<file path="src/rtl/cube_block_acc.sv">
// Block accumulator for the signed-cube stream: sums 2^N_LOG2 samples and
// presents sum, floor-mean and signed maximum, held until the sink accepts.
module cube_block_acc #(
  parameter int DW     = 12,
  parameter int N_LOG2 = 3
) (
  input  logic                 clk,
  input  logic                 rst,
  input  logic                 in_valid,
  output logic                 in_ready,
  input  logic [DW-1:0]        in_data,
  output logic                 out_valid,
  input  logic                 out_ready,
  output logic [DW+N_LOG2-1:0] out_sum,
  output logic [DW-1:0]        out_mean,
  output logic [DW-1:0]        out_max
);

  localparam int SW = DW + N_LOG2;

  typedef enum logic {
    ST_ACC  = 1'b0,
    ST_HOLD = 1'b1
  } state_t;

  state_t                state_q, state_d;
  logic [N_LOG2-1:0]     count_q, count_d;
  logic signed [SW-1:0]  acc_q, acc_d;
  logic signed [DW-1:0]  max_q, max_d;
  logic signed [SW-1:0]  sum_q, sum_d;
  logic signed [DW-1:0]  mean_q, mean_d;
  logic signed [DW-1:0]  maxo_q, maxo_d;

  logic signed [DW-1:0]  sample;
  logic signed [SW-1:0]  sample_ext;
  logic signed [SW-1:0]  sum_new;
  logic signed [DW-1:0]  max_new;
  logic signed [DW-1:0]  mean_new;
  logic                  accept;
  logic                  last;

  // Handshake flags are pure state decodes: no combinational path from out_ready.
  assign in_ready  = (state_q == ST_ACC);
  assign out_valid = (state_q == ST_HOLD);

  assign out_sum  = sum_q;
  assign out_mean = mean_q;
  assign out_max  = maxo_q;

  assign sample     = $signed(in_data);
  assign sample_ext = SW'(sample);
  assign sum_new    = acc_q + sample_ext;
  assign max_new    = ((count_q == '0) || (sample > max_q)) ? sample : max_q;
  // Arithmetic shift gives floor division; the quotient always fits DW bits.
  assign mean_new   = DW'(sum_new >>> N_LOG2);
  assign accept     = in_valid && in_ready;
  assign last       = (count_q == {N_LOG2{1'b1}});

  always_comb begin
    state_d = state_q;
    count_d = count_q;
    acc_d   = acc_q;
    max_d   = max_q;
    sum_d   = sum_q;
    mean_d  = mean_q;
    maxo_d  = maxo_q;

    case (state_q)
      ST_ACC: begin
        if (accept) begin
          max_d = max_new;
          if (last) begin
            sum_d   = sum_new;
            mean_d  = mean_new;
            maxo_d  = max_new;
            acc_d   = '0;
            count_d = '0;
            state_d = ST_HOLD;
          end else begin
            acc_d   = sum_new;
            count_d = count_q + N_LOG2'(1);
          end
        end
      end
      ST_HOLD: begin
        if (out_ready) begin
          state_d = ST_ACC;
        end
      end
      default: state_d = ST_ACC;
    endcase
  end

  always_ff @(posedge clk or negedge rst) begin
    if (!rst) begin
      state_q <= ST_ACC;
      count_q <= '0;
      acc_q   <= '0;
      max_q   <= '0;
      sum_q   <= '0;
      mean_q  <= '0;
      maxo_q  <= '0;
    end else begin
      state_q <= state_d;
      count_q <= count_d;
      acc_q   <= acc_d;
      max_q   <= max_d;
      sum_q   <= sum_d;
      mean_q  <= mean_d;
      maxo_q  <= maxo_d;
    end
  end

endmodule
</file>
<file path="config.mk">
export PLATFORM = sky130hd
export DESIGN_NAME = cube_block_acc
export DESIGN_NICKNAME = d
export VERILOG_FILES = /design/src/rtl/cube_block_acc.sv
export SDC_FILE = /design/constraint.sdc
export NUM_CORES = 1
export LEC_CHECK = 0
export ABC_AREA = 1
export CAP_MARGIN = 20
export CORE_MARGIN = 4
export CORE_UTILIZATION = 55
export CTS_CLUSTER_SIZE = 25
export DETAILED_ROUTE_END_ITERATION = 10
export HOLD_SLACK_MARGIN = 0.08
export PLACE_DENSITY = 0.81
export SLEW_MARGIN = 20
export SYNTH_ARGS = -nofsm -noshare
export SYNTH_HDL_FRONTEND = slang
export SYNTH_SLANG_ARGS = --single-unit
export TNS_END_PERCENT = 1
</file>
<file path="constraint.sdc">
create_clock -name clk -period 2.2 [get_ports clk]
set_input_delay 0.44 -clock clk [delete_from_list [all_inputs] [get_ports clk]]
set_output_delay 0.44 -clock clk [all_outputs]
set_load 0.05 [all_outputs]
</file>
==> impl_metrics.ini <==
[outcome]
outcome = finished clean

[routing]
drt_iter0_drc = 149
detail-route-antenna-nets = 0
vias = 3454
drt_wl_total_mm = 9.891
drc = 0
dr.pass1.iters = 4
detail_route.wl_per_cell_um = 15.22
via_per_inst = 5.314

[logic_synthesis]
netlist_area_um2 = 3704
syn-num-nets = 519
synthFlopType = dfrtp_1
postSynth.asyncResetShare_pct = 100.0
synth_edf_count = 0
syn_inst = 473
yosysWarnings = 0
synth_seq_area_share_pct = 39.19
avgSynthCellArea_um2 = 7.830
ys_ff_latch = 58
synthDistinctLibCells = 33

[clock_tree]
cts-htree-levels = 3
clk_pin_slew_ps = 70
insertion_delay_ps = 340
cts_max_path_buffers = 2
numCtsBuffers = 9
cts_root_buf = clkbuf_8
cts.sinks = 58
cts_tree = yes

[die]
start_util_pct = 57.34
die_w_um = 90.06
core-area_um2 = 6459
die_height_um = 90.06
rows = 29
dieArea_um2 = 8111
io_pins = 57

[placement]
place_congestion = 0.9826
dp_hpwl_mm = 7.330
io_buffers = 56
postPlaceCellArea_um2 = 4604

[global_route]
antenna_found_initial = 0
grt_overflow_total = 0
grt_pass1_wl_mm = 16.67
track_usage_pct = 25.21
grt_pass1_vias = 3570
grt_max_degree = 40

[worst_setup_path]
reg2reg_setup_slack_ps = 240
worst-path-max-fanout = 6
critPathArrivalTime_ps = 2330
end_kind = register
cp.required_ps = 2430
worst_setup_path_start_kind = input pin
critical_path_class = input pin to register

[sta]
slew_viol_final = 0
fmax_ghz = 0.4763
worstMarginPinSlew_ps = 603.9
hold_ws_ps = 475.2
tns_ps = 0
final-setup-viol-count = 0
finClkSkew_ps = 3.768
relSlewSlack_pct = 59.64
period_share_pct = 95.43
finalHoldViolations = 0
finalCriticalPeriod_ps = 2099

[final_layout]
drive_gt1_share_pct = 17.63
diodes = 0
final_net_count = 614
final_cell_mix = 155 x nand2_1, 58 x nand3_1, 58 x dfrtp_1
final_common_cell = nand2_1
final_area_um2 = 4931
area_growth_pct = 33.14

[pwr]
p_leak_uw = 0.002705
power.total_uw = 8691
peakVddDrop_uv = 1308
power_density_nw_per_um2 = 1763

[min_path]
hold_class = register to register

[run]
maxCapViolations = 0
==> registers in the layout, indices dropped and copies added, names as in the netlist <==
| name | cells |
|---|---|
| acc_q | 15 |
| out_sum | 15 |
| max_q | 12 |
| out_max | 12 |
| count_q | 3 |
| out_valid | 1 |
==> Yosys cell counts, types with 2 or more instances <==
| cell | instances | area share [%] |
|---|---|---|
| dfrtp_1 | 58 | 39 |
| o31ai_1 | 2 | 0.41 |
| nand2_4 | 13 | 4.0 |
| o21ai_0 | 15 | 2.0 |
| a21oi_1 | 10 | 1.4 |
| o21bai_1 | 3 | 0.61 |
| clkbuf_1 | 2 | 0.20 |
| buf_2 | 4 | 0.54 |
| inv_1 | 56 | 5.7 |
| nor2_1 | 14 | 1.4 |
| buf_4 | 17 | 3.4 |
| nand3_1 | 60 | 8.1 |
| ha_1 | 29 | 9.8 |
| a31oi_1 | 3 | 0.51 |
| nand4_1 | 3 | 0.51 |
| xnor2_1 | 4 | 0.95 |
| nor3_1 | 3 | 0.41 |
| a22o_1 | 3 | 0.71 |
| nand2_1 | 155 | 16 |
| inv_2 | 2 | 0.20 |
| nand2_2 | 2 | 0.34 |
| xor2_1 | 4 | 0.95 |
==> power breakdown <==
part	internal [uW]	total [uW]	leakage, uW	switching [uW]
clock network	586	1040	0.000101	455
logic	2260	5740	0.00188	3480
registers	1580	1910	0.000719	326
total	4430	8690	0.00270	4260
==> cell type report <==
cell class / instances / area (um^2)
clock inverters: 2 / 35.03
repair buffers: 109 / 1020
flip-flops and latches: 58 / 1451
inverters: 58 / 217.7
fillers: 476 / 1528
multi-input cells: 332 / 1948
clock buffers: 14 / 162.7
well taps: 77 / 96.34
==> repair_timing <==
item | in CTS | in global routing
hold buffers | 1 | 0
pin swaps | 0 | 5
buffers inserted | 0 | 0
gates resized for setup | 1 | 24
endpoints found under the hold margin | 5 | 0
setup endpoints to repair | 1 | 34
==> per-layer routing <==
layer  GRT usage (%)  share of wire, %  vias to the layer above  routed length [um]
met2           43.62                51                       97                5036
met4           10.46               2.4                        0                 236
met1           31.54                42                     1645                4201
met3           3.506               4.2                       27                 416
li1                -                 -                     1685                   -
met5               0                 0                        -                   0
==> cells by family (layout without fill, tap and decap cells) <==
logic type / Yosys count / after routing / synth area share [%]
AND/OR/NAND/NOR: 256 / 256 / 31.86
buffers and inverters: 83 / 183 / 10.71
flip-flops: 58 / 58 / 39.19
AO/OA/AOI/OAI: 38 / 38 / 6.014
adder cells (fa/ha/maj): 30 / 30 / 10.34
XOR/XNOR: 8 / 8 / 1.892
==> worst paths after layout <==
check,startpoint,to,cells after the start
max,in_data[9],acc_q[14],11
min,out_sum[2],out_sum[2],2
max reg2reg,max_q[11],max_q[2],15
min reg2reg,out_sum[2],out_sum[2],2
max in group asynchronous,rst,out_sum[10],3
min in group asynchronous,rst,max_q[5],2
==> stage by stage <==
| step | setup WS, ps | utilization, % | std cells |
|---|---|---|---|
| 2_1_floorplan | 277.1 | - | 473 |
| 4_1_cts | 12.39 | 74.54 | 650 |
| 3_3_place_gp | -307.9 | 71.29 | 633 |
| 3_5_place_dp | -341.8 | 71.29 | 633 |
| 5_1_grt | -0.6648 | 76.35 | 650 |
| 6_report | 100.6 | 76.35 | 650 |
==> critical path, stage by stage <==
cell,delay (ps)
clkdlybuf4s50_1,430
buf_4,160
ha_2,380
nand2_1,100
nor2_1,200
nand3_2,150
nand3_2,120
a21oi_2,60
nand2b_1,160
nand3_1,80
nand2_1,60
Note: power is estimated with default switching activity, not from simulation.
